===== src/rtl/seven_segment_pkg.sv =====
// Shared constants and types for the 7-segment capture path.
package seven_segment_pkg;

  localparam int unsigned SEG_W   = 7;
  localparam int unsigned DIGITS  = 4;
  localparam int unsigned BCD_W   = 4;
  localparam int unsigned COUNT_W = 14;

  localparam int unsigned SEG_A = 0;
  localparam int unsigned SEG_B = 1;
  localparam int unsigned SEG_C = 2;
  localparam int unsigned SEG_D = 3;
  localparam int unsigned SEG_E = 4;
  localparam int unsigned SEG_F = 5;
  localparam int unsigned SEG_G = 6;

  localparam logic [SEG_W-1:0] SEG_0     = 7'h3F;
  localparam logic [SEG_W-1:0] SEG_1     = 7'h06;
  localparam logic [SEG_W-1:0] SEG_2     = 7'h5B;
  localparam logic [SEG_W-1:0] SEG_3     = 7'h4F;
  localparam logic [SEG_W-1:0] SEG_4     = 7'h66;
  localparam logic [SEG_W-1:0] SEG_5     = 7'h6D;
  localparam logic [SEG_W-1:0] SEG_6     = 7'h7D;
  localparam logic [SEG_W-1:0] SEG_7     = 7'h07;
  localparam logic [SEG_W-1:0] SEG_8     = 7'h7F;
  localparam logic [SEG_W-1:0] SEG_9     = 7'h6F;
  localparam logic [SEG_W-1:0] SEG_BLANK = 7'h00;

  typedef enum logic [1:0] {IDLE, CONV, DONE} conv_state_e;

  // Slot index of a one-hot active-high digit select.
  function automatic logic [1:0] sel_index(input logic [DIGITS-1:0] sel);
    logic [1:0] idx;
    idx = 2'd0;
    case (sel)
      4'b0010: idx = 2'd1;
      4'b0100: idx = 2'd2;
      4'b1000: idx = 2'd3;
      default: idx = 2'd0;
    endcase
    return idx;
  endfunction

endpackage


===== src/rtl/seg7_pattern_decode.sv =====
// Maps an active-high 7-segment pattern back to its BCD digit.
module seg7_pattern_decode
  import seven_segment_pkg::*;
(
  input  logic [SEG_W-1:0] seg,
  output logic [BCD_W-1:0] digit,
  output logic             is_blank,
  output logic             is_invalid
);

  always_comb begin
    digit      = '0;
    is_blank   = 1'b0;
    is_invalid = 1'b0;
    case (seg)
      SEG_0:     digit = 4'd0;
      SEG_1:     digit = 4'd1;
      SEG_2:     digit = 4'd2;
      SEG_3:     digit = 4'd3;
      SEG_4:     digit = 4'd4;
      SEG_5:     digit = 4'd5;
      SEG_6:     digit = 4'd6;
      SEG_7:     digit = 4'd7;
      SEG_8:     digit = 4'd8;
      SEG_9:     digit = 4'd9;
      SEG_BLANK: is_blank = 1'b1;
      default:   is_invalid = 1'b1;
    endcase
  end

endmodule


===== src/rtl/seven_segment_capture.sv =====
// Samples a scanned 4-digit 7-segment bus, rebuilds the BCD frame and converts it to binary.
module seven_segment_capture
  import seven_segment_pkg::*;
#(
  parameter int unsigned SYNC_STAGES      = 2,
  parameter int unsigned SETTLE_CYCLES    = 4,
  parameter int unsigned TIMEOUT_CYCLES   = 2**20,
  parameter bit          DIGIT_ACTIVE_LOW = 1'b1,
  parameter bit          SEG_ACTIVE_LOW   = 1'b1
) (
  input  logic                   i_clk,
  input  logic                   i_rst,
  input  logic [DIGITS-1:0]      i_digitSelect,
  input  logic [7:0]             i_LED,
  output logic [DIGITS*BCD_W-1:0] o_BCD,
  output logic [COUNT_W-1:0]     o_count,
  output logic                   o_valid,
  output logic [DIGITS-1:0]      o_blankMask,
  output logic                   o_error,
  output logic                   o_overrun,
  output logic                   o_stale
);

  localparam int unsigned SET_W = $clog2(SETTLE_CYCLES + 1);
  localparam int unsigned TMO_W = $clog2(TIMEOUT_CYCLES + 1);
  localparam logic [DIGITS-1:0] SEL_IDLE = DIGIT_ACTIVE_LOW ? 4'hF : 4'h0;

  logic unused_dp;
  assign unused_dp = i_LED[7];

  logic [SYNC_STAGES-1:0][DIGITS-1:0] sel_sync;
  logic [SYNC_STAGES-1:0][SEG_W-1:0]  seg_sync;
  logic [DIGITS-1:0] sel;
  logic [SEG_W-1:0]  seg;

  // Both buses share one synchronizer chain so a select and its segments stay aligned.
  always_ff @(posedge i_clk or posedge i_rst) begin
    if (i_rst) begin
      sel_sync <= {SYNC_STAGES{SEL_IDLE}};
      seg_sync <= '0;
    end else begin
      sel_sync[0] <= i_digitSelect;
      seg_sync[0] <= i_LED[SEG_W-1:0];
      for (int unsigned i = 1; i < SYNC_STAGES; i++) begin
        sel_sync[i] <= sel_sync[i-1];
        seg_sync[i] <= seg_sync[i-1];
      end
    end
  end

  assign sel = DIGIT_ACTIVE_LOW ? ~sel_sync[SYNC_STAGES-1] : sel_sync[SYNC_STAGES-1];
  assign seg = SEG_ACTIVE_LOW   ? ~seg_sync[SYNC_STAGES-1] : seg_sync[SYNC_STAGES-1];

  logic [BCD_W-1:0] dec_digit;
  logic             dec_blank;
  logic             dec_invalid;

  seg7_pattern_decode u_decode (
    .seg        (seg),
    .digit      (dec_digit),
    .is_blank   (dec_blank),
    .is_invalid (dec_invalid)
  );

  logic [DIGITS-1:0]            prev_sel;
  logic [SET_W-1:0]             settle_cnt;
  logic                         captured;
  logic [DIGITS-1:0]            mask;
  logic [DIGITS-1:0][BCD_W-1:0] slot_bcd;
  logic [DIGITS-1:0]            slot_blank;
  logic                         err_flag;

  logic       sel_stable;
  logic       multi_sel;
  logic       capture_en;
  logic       frame_done;
  logic [1:0] cap_idx;

  assign sel_stable = (sel == prev_sel);
  assign multi_sel  = ($countones(sel) > 1);
  assign capture_en = sel_stable && $onehot(sel) && !captured &&
                      (settle_cnt == SET_W'(SETTLE_CYCLES - 2));
  assign frame_done = (mask == '1);
  assign cap_idx    = sel_index(sel);

  // Settle counting and slot capture; a completed frame clears the slot state for the next one.
  always_ff @(posedge i_clk or posedge i_rst) begin
    if (i_rst) begin
      prev_sel   <= '0;
      settle_cnt <= '0;
      captured   <= 1'b0;
      mask       <= '0;
      slot_bcd   <= '0;
      slot_blank <= '0;
      err_flag   <= 1'b0;
    end else begin
      if (!sel_stable) begin
        prev_sel   <= sel;
        settle_cnt <= '0;
        captured   <= 1'b0;
      end else if ($onehot(sel) && !captured) begin
        if (capture_en) captured <= 1'b1;
        else            settle_cnt <= settle_cnt + SET_W'(1);
      end

      if (frame_done) begin
        mask       <= '0;
        slot_blank <= '0;
        err_flag   <= multi_sel;
      end else begin
        if (capture_en) begin
          slot_bcd[cap_idx]   <= dec_digit;
          slot_blank[cap_idx] <= dec_blank;
          mask[cap_idx]       <= 1'b1;
        end
        if ((capture_en && dec_invalid) || multi_sel) err_flag <= 1'b1;
      end
    end
  end

  conv_state_e                  state;
  logic [1:0]                   idx;
  logic [COUNT_W-1:0]           acc;
  logic [COUNT_W-1:0]           acc_next;
  logic [DIGITS-1:0][BCD_W-1:0] bcd_lat;
  logic [DIGITS-1:0]            blank_lat;
  logic                         valid_set;

  // acc*10 + digit via shifts; 9999 fits in 14 bits so no overflow guard is needed.
  assign acc_next  = (acc << 3) + (acc << 1) + COUNT_W'(bcd_lat[idx]);
  assign valid_set = (state == CONV) && (idx == 2'd0);

  always_ff @(posedge i_clk or posedge i_rst) begin
    if (i_rst) begin
      state       <= IDLE;
      idx         <= '0;
      acc         <= '0;
      bcd_lat     <= '0;
      blank_lat   <= '0;
      o_BCD       <= '0;
      o_count     <= '0;
      o_valid     <= 1'b0;
      o_blankMask <= '0;
      o_error     <= 1'b0;
      o_overrun   <= 1'b0;
    end else begin
      o_valid   <= 1'b0;
      o_error   <= 1'b0;
      o_overrun <= 1'b0;
      if (frame_done) begin
        if (err_flag)           o_error   <= 1'b1;
        else if (state != IDLE) o_overrun <= 1'b1;
      end
      case (state)
        IDLE: begin
          if (frame_done && !err_flag) begin
            bcd_lat   <= slot_bcd;
            blank_lat <= slot_blank;
            acc       <= '0;
            idx       <= 2'd3;
            state     <= CONV;
          end
        end
        CONV: begin
          acc <= acc_next;
          idx <= idx - 2'd1;
          if (idx == 2'd0) begin
            state       <= DONE;
            o_valid     <= 1'b1;
            o_count     <= acc_next;
            o_BCD       <= bcd_lat;
            o_blankMask <= blank_lat;
          end
        end
        DONE:    state <= IDLE;
        default: state <= IDLE;
      endcase
    end
  end

  logic [TMO_W-1:0] tmo_cnt;

  // Stale watchdog: cleared alongside o_valid, saturates once the timeout is reached.
  always_ff @(posedge i_clk or posedge i_rst) begin
    if (i_rst) begin
      tmo_cnt <= '0;
      o_stale <= 1'b1;
    end else if (valid_set) begin
      tmo_cnt <= '0;
      o_stale <= 1'b0;
    end else if (tmo_cnt != TMO_W'(TIMEOUT_CYCLES)) begin
      tmo_cnt <= tmo_cnt + TMO_W'(1);
      if (tmo_cnt == TMO_W'(TIMEOUT_CYCLES - 1)) o_stale <= 1'b1;
    end
  end

endmodule

===== config.mk =====
export PLATFORM = sky130hd
export DESIGN_NAME = seven_segment_capture
export DESIGN_NICKNAME = d
export VERILOG_FILES = /design/src/rtl/seven_segment_pkg.sv /design/src/rtl/seg7_pattern_decode.sv /design/src/rtl/seven_segment_capture.sv
export SDC_FILE = /design/constraint.sdc
export NUM_CORES = 1
export LEC_CHECK = 0
export CORE_MARGIN = 3
export CORE_UTILIZATION = 45
export CTS_CLUSTER_SIZE = 10
export DETAILED_ROUTE_END_ITERATION = 16
export GPL_ROUTABILITY_DRIVEN = 0
export GPL_TIMING_DRIVEN = 1
export MAX_ROUTING_LAYER = met4
export PLACE_DENSITY_LB_ADDON = 0.08
export SLEW_MARGIN = 40
export SYNTH_ARGS = -nofsm -noshare
export SYNTH_HDL_FRONTEND = slang
export SYNTH_SLANG_ARGS = --single-unit
export TNS_END_PERCENT = 5

===== constraint.sdc =====
create_clock -name i_clk -period 5.6 [get_ports i_clk]
set_clock_uncertainty 0.2 [all_clocks]
set_input_delay 0.84 -clock i_clk [delete_from_list [all_inputs] [get_ports i_clk]]
set_output_delay 0.84 -clock i_clk [all_outputs]
set_load 0.05 [all_outputs]

==> results_dict.tcl, run 1 <==
set metrics [dict create \
    dp_hpwl_mm 9.511 \
    ys_types 56 \
    synth_area_per_cell_sq_um 10.31 \
    numCtsBuffers 17 \
    max_slew_margin_pct 56.31 \
    rsz0062_at_grt "false" \
    cts.root.buffer_cell "clkbuf_16" \
    report.final.slew_viol_count 0 \
    fill_cells 1302 \
    hold_viol 0 \
    rows 44 \
    drive_gt1_share_pct 9.177 \
    leakage_uw 0.003962 \
    cp_cell_sequence "mux4_2 -> inv_1 -> fa_1 -> fa_1 -> nor2b_1 -> o31a_1 -> nor3_1 -> or4_1 -> nand3_1" \
    area_growth_pct 18.14 \
    hold_class "flip-flop to flip-flop" \
    ios 52 \
    netlist.area_leader.share_pct 51.05 \
    layout_common_cells "166 x nand2_1, 142 x dfrtp_1, 50 x clkdlybuf4s50_1" \
    ff_latch_area_sq_um 3790 \
    power.total_uw 2250 \
    multi_input_area_sq_um 2988 \
    grt_usage_pct 18.36 \
    insertion_delay_ps 430 \
    fp.dieArea_sq_um 17000 \
    io_buffers 50 \
    drtIter0Drc 331 \
    cts_tree "built" \
    critPathArrivalTime_ps 3660 \
    reg2reg_slack_ps 2100 \
    crit_fanout 7 \
    final.setup.tns_ps 0 \
    critPathKind "flip-flop to flip-flop" \
    dpl_cell_area_sq_um 7657 \
    cts_buffer_depth 2 \
    path_clk_slew_ps 60 \
    worstPathRequired_ps 5750 \
    slowest_stage "mux4_2" \
    drtPass1Iterations 4 \
    design_area_sq_um 8223 \
    ys_seq_area_share_pct 54.45 \
    cp_num_buf_inv 1 \
    endpoint_kind "flip-flop" \
    ys_warn_count 0 \
    viasPerCell 5.330 \
    routedWlPerCell_um 14.96 \
    crit_path_frequent_cell "fa_1" \
    grt_pass1_wl_mm 23.89 \
    powerDensity_nw_per_um2 273.6 \
    antenna_cells 0 \
    post-route-min-period_ps 3502 \
    ys.flop_type "dfrtp_1" \
    synth_nets 724 \
    core-area_sq_um 14810 \
    finalWirelength_mm 13.84 \
    finalSetupViolCount 0 \
    fp.dieH_um 130.4 \
    start_util_pct 47.00 \
    postCtsSetupBuffers 0 \
    ys_ff_latch 151 \
    synth_area_sq_um 6960 \
    ir_worst_vdd_uv 207.3 \
    worst_path_largest_cell_delay_ps 550 \
    die_w_um 130.4 \
    cp_top_family "adder cells" \
    fin_nets 777 \
    outcome "complete, no violations" \
    htreeDepth 4 \
    period_share_pct 62.54 \
    synth_edf_count 0 \
    grt_pass1_vias 5002 \
    grt_start_max_net_pins 119 \
    maxCapViolations 0 \
    async_flop_share_pct 100.0 \
    postCtsHoldBufs 0 \
    synth_top_cell_by_area "dfrtp_1" \
    postRouteAntennaNets 0 \
    final_util_pct 55.53 \
    grt_overflow 0 \
    synthCells 675 \
    vias 4930 \
    cts-resized-gates 0 \
    antenna_found_initial 0 \
    drc_errors 0 \
    worst_slew_pin_slew_ps 648.5 \
    fmax_ghz 0.2856 \
    synth.area.top_cells "dfrtp_1 51%, nand2_1 9.0%, ha_1 5.8%, dfstp_2 3.4%, mux2_1 2.6%" \
    layout_commonest_cell "nand2_1" \
    start_kind "flip-flop" \
    clock_sink_count 151 \
]
==> final cells by class <==
cell class,instances,share of cell area (%)
inverter,31,1.567
clock inverter,13,1.369
timing repair buffer,54,6.452
sequential,151,46.09
clock buffer,19,5.386
multi-input combinational,473,36.34
tap,184,2.800
==> worst register-to-register path, cell delays in order, from the launching register on <==
cell and delay, ps:
dfrtp_1 530, mux4_2 550, inv_1 80, fa_1 460
fa_1 470, nor2b_1 180, o31a_1 250, nor3_1 130
or4_1 490, nand3_1 80
==> power by group <==
| part | leakage, uW | internal, uW | total, uW | switching (uW) |
|---|---|---|---|---|
| registers | 0.00202 | 1100 | 1110 | 10.2 |
| clock network | 0.000257 | 590 | 1070 | 483 |
| logic | 0.00169 | 23.0 | 63.1 | 40.1 |
| total | 0.00396 | 1720 | 2250 | 533 |
==> Yosys cell counts (all sizes together), types with 2 or more instances <==
master / number
nor4b: 3
nand2: 167
mux2i: 3
fa: 3
nand4: 11
and4: 3
o21a: 7
nor4: 7
dfstp: 9
o211ai: 2
mux2: 16
and2: 2
or3: 8
clkbuf: 18
or2: 2
dfrtp: 142
mux4: 4
ha: 32
nand3: 26
nor2: 48
nand2b: 3
o21ai: 33
inv: 31
nor3: 13
buf: 2
a21oi: 17
or4: 2
a211oi: 2
and3: 2
xor2: 20
o31ai: 10
nor2b: 2
a31oi: 2
xnor2: 9
a21o: 3
==> per-stage QoR <==
| step | hold slack, ps | setup slack (ps) | cells |
|---|---|---|---|
| detailed placement | 136.2 | 2106 | 893 |
| global placement | 132.5 | 2169 | 893 |
| CTS | 150.7 | 2090 | 925 |
| global route | 153.3 | 1932 | 925 |
| floorplan | 131.2 | 510.2 | 675 |
| finish | 149.0 | 2098 | 925 |
==> cell families after synthesis <==
kind of cell	after synthesis	synth area share [%]
and+or+nand+nor	304	20.58
xor gates and xnor gates	29	4.080
adders and majority gates	35	6.615
DFF	151	54.45
muxes	23	4.314
AOI/OAI and AO/OA	82	7.100
buffers and inverters	51	2.858
==> sequential cells by signal, indices dropped and copies added, names as in the netlist, 2 cells and up <==
register,count
o_blankMask,4
settle_cnt,3
o_count,14
state,2
mask,4
bcd_lat,16
seg_sync,14
o_BCD,16
slot_bcd,16
blank_lat,4
prev_sel,4
tmo_cnt,21
idx,2
slot_blank,4
sel_sync,8
acc,13
==> metal layers <==
| layer | track usage, % | routed length [um] | vias to the layer above |
|---|---|---|---|
| li1 | - | - | 2393 |
| met1 | 23.20 | 6528 | 2437 |
| met2 | 29.27 | 6718 | 81 |
| met3 | 4.756 | 445 | 19 |
| met4 | 5.747 | 143 | 0 |
| met5 | - | 0 | - |
==> worst paths after layout <==
path,startpoint,endpoint,cells after the start
setup / recovery,idx[0],acc[12],9
min in group asynchronous,i_rst,bcd_lat[10],2
setup reg to reg,idx[0],acc[12],9
hold reg to reg,seg_sync[6],seg_sync[13],0
max in group asynchronous,i_rst,o_stale,3
hold / removal,seg_sync[6],seg_sync[13],0
(Power assumes the default switching activity.)
==> run 2, diff against run 1 <==
==> constraint.sdc (replaced) <==
create_clock -name i_clk -period 3.5 [get_ports i_clk]
set_clock_uncertainty 0.2 [all_clocks]
set_input_delay 0.525 -clock i_clk [delete_from_list [all_inputs] [get_ports i_clk]]
set_output_delay 0.525 -clock i_clk [all_outputs]
set_load 0.05 [all_outputs]
==> results_dict.tcl, run 2 (same netlist as run 1, synthesis figures left out) <==
set metrics [dict create \
    finalSetupViolCount 0 \
    numCtsBuffers 17 \
    ios 52 \
    report.final.slew_viol_count 0 \
    postCtsHoldBufs 0 \
    fin_nets 783 \
    routedWlPerCell_um 15.00 \
    hold_viol 0 \
    crit_fanout 5 \
    finalWirelength_mm 13.96 \
    start_kind "flip-flop" \
    critPathKind "flip-flop to flip-flop" \
    cts_tree "built" \
    rsz0062_at_grt "false" \
    grt_start_max_net_pins 152 \
    htreeDepth 4 \
    dp_hpwl_mm 9.812 \
    hold_depth 0 \
    max_slew_margin_pct 51.19 \
    final.setup.tns_ps 0 \
    maxCapViolations 0 \
    rows 44 \
    leakage_uw 0.004034 \
    postRouteAntennaNets 0 \
    fill_cells 1309 \
    layout_common_cells "166 x nand2_1, 141 x dfrtp_1, 50 x clkdlybuf4s50_1" \
    die_w_um 130.4 \
    area_growth_pct 19.92 \
    drc_errors 0 \
    grt_usage_pct 18.80 \
    post-route-min-period_ps 3318 \
    drtIter0Drc 289 \
    cts-resized-gates 0 \
    drive_gt1_share_pct 9.772 \
    core-area_sq_um 14810 \
    viasPerCell 5.305 \
    antenna_cells 0 \
    path_clk_slew_ps 60 \
    hold_class "flip-flop to flip-flop" \
    grt_overflow 0 \
    worstPathRequired_ps 3640 \
    fp.dieArea_sq_um 17000 \
    endpoint_kind "flip-flop" \
    insertion_delay_ps 420 \
    largest_reg_flops 21 \
    top_register "tmo_cnt" \
    powerDensity_nw_per_um2 450.9 \
    vias 4939 \
    period_share_pct 94.81 \
    outcome "complete, no violations" \
    grt_pass1_wl_mm 24.42 \
    cts.root.buffer_cell "clkbuf_16" \
    ir_worst_vdd_uv 369.7 \
    fmax_ghz 0.3014 \
    antenna_found_initial 0 \
    critPathArrivalTime_ps 3460 \
    dp_slack_ps 112.4 \
    reg2regPathDepth 11 \
    io_buffers 50 \
    postCtsSetupBuffers 0 \
    holdWs_ps 148.1 \
    clock_sink_count 151 \
    worst_slack_ps 181.7 \
    grt_pass1_vias 5073 \
    fp.dieH_um 130.4 \
    worst_slew_pin_slew_ps 720.8 \
    layout_commonest_cell "nand2_1" \
    cts_buffer_depth 2 \
    start_util_pct 47.00 \
    drtPass1Iterations 4 \
]
## run 2: where the power goes
group | internal, uW | total, uW | switching (uW) | leakage [uW]
Combinational | 41.9 | 108 | 65.6 | 0.00172
Sequential | 1770 | 1780 | 15.9 | 0.00202
Clock | 1150 | 1870 | 722 | 0.000294
## run 2: final cells by class
| class | count | area (sq um) | area share, % |
|---|---|---|---|
| Multi-Input combinational cell | 473 | 2985 | 35.77 |
| Timing Repair Buffer | 60 | 608.1 | 7.285 |
| Inverter | 31 | 120.1 | 1.439 |
| Clock buffer | 20 | 446.7 | 5.352 |
| Clock inverter | 12 | 165.2 | 1.979 |
| Sequential cell | 151 | 3791 | 45.42 |
| Tap cell | 184 | 230.2 | 2.758 |
## run 2: layer usage
metal,wire length (um),track usage [%],up-vias
li1,-,-,2399
met1,6424,23.68,2456
met2,6898,30.33,64
met3,448,4.634,20
met4,191,5.747,0
met5,0,-,-
## run 2: worst paths after layout
check                           slack [ps]        start            end
worst max-delay path                   180  sel_sync[7]  slot_blank[0]
worst min-delay path                   150  seg_sync[1]    seg_sync[8]
worst max register to register         180  sel_sync[7]  slot_blank[0]
worst min register to register         150  seg_sync[1]    seg_sync[8]
max in group asynchronous             2010        i_rst        o_stale
min in group asynchronous              300        i_rst       o_BCD[5]
## run 2: through the flow
step           utilization (%)  total power [uW]  instance area [sq um]  std cells
2_1_floorplan                -              1881                   6964        675
3_3_place_gp             52.00              1915                   7701        898
3_5_place_dp             52.02              1921                   7704        898
4_1_cts                  56.15              3803                   8315        930
5_1_grt                  56.36              3902                   8347        931
6_report                 56.36              3763                   8347        931
## run 2: critical path, stage by stage (launching register included)
cell      delay [ps]
dfstp_2          600
fa_1             430
inv_1             70
ha_1             170
inv_1             50
ha_1             310
nor4b_4          250
nand3b_2         110
buf_4            160
or2_4            260
or4_1            460
a21oi_1          170
